$ cat config.mk
export PLATFORM = sky130hd
export DESIGN_NAME = pulse_generator
export DESIGN_NICKNAME = d
export VERILOG_FILES = /design/src/rtl/pulse_generator.sv
export SDC_FILE = /design/constraint.sdc
export NUM_CORES = 1
export LEC_CHECK = 0
export ABC_AREA = 1
export BUFFER_PORTS_ARGS = -buffer_cell sky130_fd_sc_hd__buf_2
export CAP_MARGIN = 20
export CORE_ASPECT_RATIO = 0.75
export CORE_MARGIN = 10
export CORE_UTILIZATION = 55
export CTS_BUF_LIST = sky130_fd_sc_hd__clkbuf_8
export CTS_CLUSTER_DIAMETER = 60
export DETAILED_ROUTE_END_ITERATION = 16
export GPL_TIMING_DRIVEN = 0
export PLACE_DENSITY = 0.73
export SLEW_MARGIN = 30
export SYNTH_ARGS = -nofsm -noshare
export SYNTH_HDL_FRONTEND = slang
export SYNTH_SLANG_ARGS = --single-unit
$ cat constraint.sdc
create_clock -name clk -period 2.4 [get_ports clk]
set_input_delay 0.12 -clock clk [delete_from_list [all_inputs] [get_ports clk]]
set_output_delay 0.12 -clock clk [all_outputs]
set_load 0.03 [all_outputs]
$ cat src/rtl/pulse_generator.sv
// Converts a one-clock start request into a pulse of programmable delay,
// width and polarity; all outputs are registered.
module pulse_generator #(
  parameter int CNT_WIDTH = 16
) (
  input  logic                 clk,
  input  logic                 reset,
  input  logic                 start,
  input  logic                 abort,
  input  logic                 edge_generate,
  input  logic [CNT_WIDTH-1:0] delay,
  input  logic [CNT_WIDTH-1:0] width,
  output logic                 out,
  output logic                 busy,
  output logic                 done
);

  typedef enum logic [1:0] {IDLE, DELAY, ACTIVE} state_t;

  state_t               state, state_d;
  logic [CNT_WIDTH-1:0] cnt, cnt_d;
  logic [CNT_WIDTH-1:0] width_q, width_q_d;
  logic                 pol, pol_d;
  logic                 out_d, busy_d, done_d;

  // Active-phase reload value: a width of 0 behaves like 1.
  function automatic logic [CNT_WIDTH-1:0] len_m1(
    input logic [CNT_WIDTH-1:0] w
  );
    return (w == '0) ? '0 : w - 1'b1;
  endfunction

  always_ff @(posedge clk or posedge reset) begin
    if (reset) begin
      state   <= IDLE;
      cnt     <= '0;
      width_q <= '0;
      pol     <= 1'b0;
      out     <= 1'b0;
      busy    <= 1'b0;
      done    <= 1'b0;
    end else begin
      state   <= state_d;
      cnt     <= cnt_d;
      width_q <= width_q_d;
      pol     <= pol_d;
      out     <= out_d;
      busy    <= busy_d;
      done    <= done_d;
    end
  end

  always_comb begin
    state_d = state;
    unique case (state)
      IDLE: begin
        if (start)
          state_d = (delay == '0) ? ACTIVE : DELAY;
      end
      DELAY: begin
        if (abort)
          state_d = IDLE;
        else if (cnt == '0)
          state_d = ACTIVE;
      end
      ACTIVE: begin
        if (abort || cnt == '0)
          state_d = IDLE;
      end
      default: state_d = IDLE;
    endcase
  end

  always_comb begin
    cnt_d     = cnt;
    width_q_d = width_q;
    pol_d     = pol;
    out_d     = out;
    busy_d    = busy;
    done_d    = 1'b0;
    unique case (state)
      IDLE: begin
        out_d  = ~edge_generate;
        busy_d = 1'b0;
        if (start) begin
          pol_d     = edge_generate;
          width_q_d = width;
          busy_d    = 1'b1;
          if (delay == '0) begin
            out_d = edge_generate;
            cnt_d = len_m1(width);
          end else begin
            cnt_d = delay - 1'b1;
          end
        end
      end
      DELAY: begin
        if (abort) begin
          out_d  = ~pol;
          busy_d = 1'b0;
          cnt_d  = '0;
        end else if (cnt == '0) begin
          out_d = pol;
          cnt_d = len_m1(width_q);
        end else begin
          cnt_d = cnt - 1'b1;
        end
      end
      ACTIVE: begin
        if (abort) begin
          out_d  = ~pol;
          busy_d = 1'b0;
          cnt_d  = '0;
        end else if (cnt == '0) begin
          out_d  = ~pol;
          busy_d = 1'b0;
          done_d = 1'b1;
        end else begin
          cnt_d = cnt - 1'b1;
        end
      end
      default: begin
        out_d  = 1'b0;
        busy_d = 1'b0;
        cnt_d  = '0;
      end
    endcase
  end

endmodule

==> metrics.txt, run 1 <==
ordered list of cells on the worst path inv_1 -> ha_1 -> nand2_4 -> nor2_8 -> nand4_4 -> nand2_2 -> nand2_2 -> nand2_1 -> nand2_1 -> o21ai_0 -> nand2_1; HPWL after DPL 10110 um; Yosys warnings 0; die area ~0.011 mm^2; Crit Path Max Fanout 10; data arrival time of the critical path about 2300 ps; Synth Area per Inst between 5 and 6 um^2; Core Box Area 0.006799 mm^2; status finished clean; Skew-Pair Late Insertion Delay ~300 ps; Max Root-Sink Buffers 2; area grow syn2layout 11.61%; Buf+Inv Stages, Crit Path 1; Hold Crit Class in2reg; count leader, synth nand2_1; ys flop type dfrtp_1; flops & latches, synth 38; Slew @ Worst Pin approximately 450 ps; fmax approximately 470 MHz; Synth Instances just under 700; # resized after CTS 0; largest area contributor in the netlist dfrtp_1; area of the multi-input gates approximately 0.0025 mm^2; mapped cell area ~0.0038 mm^2; endpoints failing setup 0; antenna fix cells 0; grt ovf 0; fin crit period about 2100 ps; Detailed Route Iter0 Violations between 300 and 400; Worst path max stage delay about 380 ps; Post-synth top cells nand2_1 (245), nor2_1 (122), inv_1 (82); Hold Violations, Final 0; # fillers 690; final worst path period share roughly nine tenths; Pwr Density 994.3 mW/mm^2; EDFF count, synth 0; vias in the first global route ~4.2k; clock root cell clkbuf_8; Hold Path Depth 3; Slew headroom 70.09%; most used cell along the critical path nand2_1; initial antenna violation count 0; cell count along the critical path 11; DR DRC count 0; Die X 116.3 um; WP data required 2570 ps; Ports 40; Initial DRT Pass Iterations 6; die height just over 90 um; worst setup margin roughly 270 ps; Startpoint Class flip-flop; Starting Density between 50% and 60%; H-Tree Depth 2; MaxCap Viol Count 0; vias ~4.5k; async set-reset flop share out of synthesis 100.0%; Max VDD drop between 0.3 and 0.4 mV; Clock Sinks 38; setup TNS 0 ps; CTS tree done; Post-DRT Antenna Nets 0; Slew Viols, Final 0; Seq. cell area about 950 um^2; Placer Congestion around 0.96; Syn Nets about 720; largest net degree at the start of global routing 23; RSZ-0062 raised after global routing false; routed len/inst roughly 15 um; clock transition at the registers of the reported paths around 70 ps; crit path kind reg2reg; DR vias/cell 5.565; port bufs 39; num rows 26; Leak approximately 0.0023 uW; drt total wl between 10000 and 15000 um; Synth area leaders dfrtp_1 (25%), nand2_1 (24%), nor2_1 (12%), nand3_1 (10%), inv_1 (8.0%); Max stage delay cell, worst path dfrtp_1; Synth top area share 24.86%; final setup skew between 10 and 15 ps; layout cells sized above 1 approximately a tenth; R2R depth 11; dpl ws 339.7 ps; Synth cell types 34; GRT Resource Usage Total a little under a quarter; total CTS buffers 5; Seq/Total Area, Yosys about 25%; Final #Nets roughly 770; Top delay family on crit path simple AND/OR/NAND/NOR gates; Worst setup EP type flip-flop; first-pass GRT wire length 19950 um
-- sequential cells by signal, summed over array words and instances (netlist names) --
signal   cells
state        2
out          1
pol          1
cnt         16
busy         1
done         1
width_q     16
-- cells in the final DEF (no fill, tap or decap), types with 5 or more instances in the layout --
cell type and count:
inv_1 83, nor2_1 122, a21oi_1 10, ha_1 5
o21ai_0 22, nand4_1 11, dfrtp_1 38, nand3b_1 5
nand3_1 77, xor2_1 16, nand2_1 245, buf_2 41
clkbuf_8 5
-- where the power goes --
group	total (uW)	internal [uW]	leakage, uW	switching [uW]
Clock	538	303	0.0000607	235
Combinational	2450	794	0.00176	1660
Sequential	1260	931	0.000476	326
Total	4240	2030	0.00230	2220
-- cells by family (layout without fill, tap and decap cells) --
family          after synthesis  in the layout  synth area share [%]
fa+ha+maj                     5              5                 1.636
mux                           2              2                0.5888
flops                        38             38                 24.86
compound gates               39             39                 5.725
buf+inv                      93            142                 9.486
xor+xnor                     20             20                 4.579
simple gates                479            479                 53.12
-- layout make-up --
type | count | share of cell area, %
Clock inverter | 3 | 0.8793
Multi-Input combinational cell | 545 | 58.82
Sequential cell | 38 | 22.27
Clock buffer | 5 | 1.612
Buffer | 8 | 1.026
Inverter | 85 | 7.474
Timing Repair Buffer | 41 | 5.451
Tap cell | 84 | 2.462
-- metrics by stage --
stage	utilization [%]	instances	hold WS [ps]	instance area (um^2)	total power, uW
after global placement	60.67	799	402.3	4125	3578
after floorplan	-	676	264.5	3825	2987
final	62.79	809	120.2	4269	4245
after global routing	62.79	809	134.3	4269	4649
after detailed placement	61.08	800	144.3	4153	3644
after CTS	62.79	809	111.8	4269	4191
-- per-layer routing --
metal,GRT usage [%],wire (um)
met1,31.84,5556
met2,34.84,5091
met3,5.729,1255
met4,7.069,280
met5,0,0
-- final timing paths --
| kind | from | slack (ps) | to |
|---|---|---|---|
| hold / removal | edge_generate | 120 | pol$_DFFE_PP0P_ |
| setup / recovery | cnt[0]$_DFFE_PP0P_ | 270 | cnt[1]$_DFFE_PP0P_ |
| min in group asynchronous | reset | 350 | cnt[15]$_DFFE_PP0P_ |
| setup reg to reg | cnt[0]$_DFFE_PP0P_ | 270 | cnt[1]$_DFFE_PP0P_ |
| max in group asynchronous | reset | 1600 | cnt[2]$_DFFE_PP0P_ |
| hold reg to reg | out$_DFFE_PP0P_ | 470 | out$_DFFE_PP0P_ |
-- what timing repair did --
action,4_1_cts,5_1_grt
endpoints found under the hold margin,16,0
hold buffers,1,0
buffers inserted,0,0
-- worst reg2reg max path, stage by stage (launching register included) --
cell	delay (ps)
dfrtp_1	380
inv_1	130
ha_1	300
nand2_4	120
nor2_8	140
nand4_4	180
nand2_2	170
nand2_2	170
nand2_1	110
nand2_1	50
o21ai_0	190
nand2_1	80
No activity file was read; power rests on OpenSTA's default activity.
==> run 2: changes to the inputs <==
CORE_ASPECT_RATIO = 0.6   (was 0.75)
==> run 2 against run 1 <==
Effect of this change:
- sequential power about the same
- largest power group unchanged
- maximum frequency up 3.3%
- clock power down 18%
- worst setup slack better by 68 ps
- critical path depth unchanged
- critical path type unchanged
- global-route usage about the same
- clock skew down 1.1 ps
- via count about the same
==> metrics.txt, run 2 (same netlist as run 1, synthesis figures left out) <==
first-pass GRT wire length 20480 um; clock root cell clkbuf_8; CTS tree done; layout cells sized above 1 10.08%; R2R depth 11; reg2reg start cnt[0]$_DFFE_PP0P_; HPWL after DPL 10600 um; endpoints failing setup 0; commonest non-fill, non-tap cell in the layout nand2_1; # resized after CTS 0; Worst setup EP type flip-flop; Placer Congestion between 0.9 and 1; Hold Violations, Final 0; setup TNS 0 ps; crit path kind reg2reg; Starting Density between 50% and 60%; Crit Path Max Fanout 10; Hold Crit Class in2reg; GRT Resource Usage Total between 20% and 30%; r2r setup slk between 300 and 400 ps; # fillers between 600 and 700; Detailed Route Iter0 Violations 467; Slew Viols, Final 0; status finished clean; final setup skew approximately 10 ps; fin crit period approximately 2100 ps; Initial DRT Pass Iterations 5; Final #Nets 766; MaxCap Viol Count 0; Worst Setup EP cnt[1]$_DFFE_PP0P_; Clock Sinks 38; drt total wl approximately 13000 um; Leak approximately 0.0023 uW; Slew @ Worst Pin approximately 540 ps; WP data required between 2000 and 3000 ps; die height 84.60 um; initial antenna violation count 0; crit path launch cnt[0]$_DFFE_PP0P_; RR Endpoint cnt[1]$_DFFE_PP0P_; port bufs 39; Startpoint Class flip-flop; Core Box Area 0.006705 mm^2; Max VDD drop ~0.53 mV; clock transition at the registers of the reported paths approximately 80 ps; DR DRC count 0; Ports 40; vias roughly 4.5k; fmax roughly 480 MHz; most frequent cells in the layout nand2_1 (245), nor2_1 (122), inv_1 (81), nand3_1 (77), buf_2 (41); total CTS buffers 5; Slew headroom between 60% and 70%; Die X around 130 um; data arrival time of the critical path roughly 2300 ps; DR vias/cell between 5 and 6; RSZ-0062 raised after global routing false; post-CTS setup repair buffer count 0; die area between 0.01 and 0.015 mm^2; Pwr Density 990.4 mW/mm^2; vias in the first global route ~4.2k; final worst path period share between 80 and 90%; total power between 4000 and 5000 uW; area of the multi-input gates ~0.0025 mm^2; grt ovf 0; H-Tree Depth 2; largest net degree at the start of global routing 22; routed len/inst 15.77 um; num rows 23; top flop regs cnt: 16 flops, width_q: 16 flops, state: 2 flops; area grow syn2layout 10.99%; Skew-Pair Late Insertion Delay approximately 300 ps; Seq. cell area around 950 um^2; Post-DRT Antenna Nets 0; antenna fix cells 0; Max Root-Sink Buffers 2
## run 2: cell types whose count changed in the layout (fill, tap and decap cells not counted)
cell	delta
bufinv_16	-1
clkinv_2	+2
inv_1	-2
## run 2: what timing repair did
action                                 CTS  global route
setup endpoints to repair                0             0
endpoints found under the hold margin   17             0
hold buffers                             1             0
## run 2: worst min path at each step
| stage | end | startpoint | cells past startpoint | slack (ps) |
|---|---|---|---|---|
| 2_1_floorplan | pol$_DFFE_PP0P_ | start | 2 | 260 |
| 4_1_cts | pol$_DFFE_PP0P_ | edge_generate | 3 | 110 |
| 6_report | pol$_DFFE_PP0P_ | edge_generate | 3 | 120 |
| 5_1_grt | width_q[7]$_DFFE_PP0P_ | width[7] | 2 | 140 |
| 3_3_place_gp | pol$_DFFE_PP0P_ | edge_generate | 3 | 430 |
| 3_5_place_dp | width_q[2]$_DFFE_PP0P_ | reset | 2 | 150 |
## run 2: layout make-up
cell class                 instances  share of cell area, %
buffer                             8                  1.032
clock buffer                       5                  1.621
clock inverter                     2                 0.2358
inverter                          85                  7.515
multi-input combinational        545                  59.15
sequential                        38                  22.40
tap                               87                  2.564
timing repair buffer              41                  5.482
## run 2: report_power, final
group	switching [uW]	leakage (uW)	internal (uW)	total (uW)
logic	1690	0.00176	796	2480
registers	349	0.000476	931	1280
clock network	245	0.0000438	195	441
## run 2: worst max-delay path: stages (launching register included)
cell     delay, ps
dfrtp_1        390
inv_1          110
ha_1           290
nand2_4        120
nor2_8         140
nand4_4        170
nand2_2        170
nand2_2        180
nand2_1        100
nand2_1         50
o21ai_0        160
nand2_1         60
## run 2: layer usage
metal,vias to the layer above,routed length (um),GRT usage (%)
met1,2052,5951,32.99
met5,-,0,0
met3,13,1710,8.977
met4,0,156,5.601
met2,231,4973,31.94
li1,2210,-,-
## run 2: metrics by stage
step                      instances  hold slack, ps  setup WS, ps  utilization, %  area [um^2]
after floorplan                 676           264.5         690.1               -         3825
after global placement          802           428.3         378.7           61.58         4129
after detailed placement        803           153.6         358.6           61.99         4156
after CTS                       811           114.2         374.3           63.31         4245
after global routing            811           135.8         165.2           63.31         4245
final                           811           116.2         335.8           63.31         4245
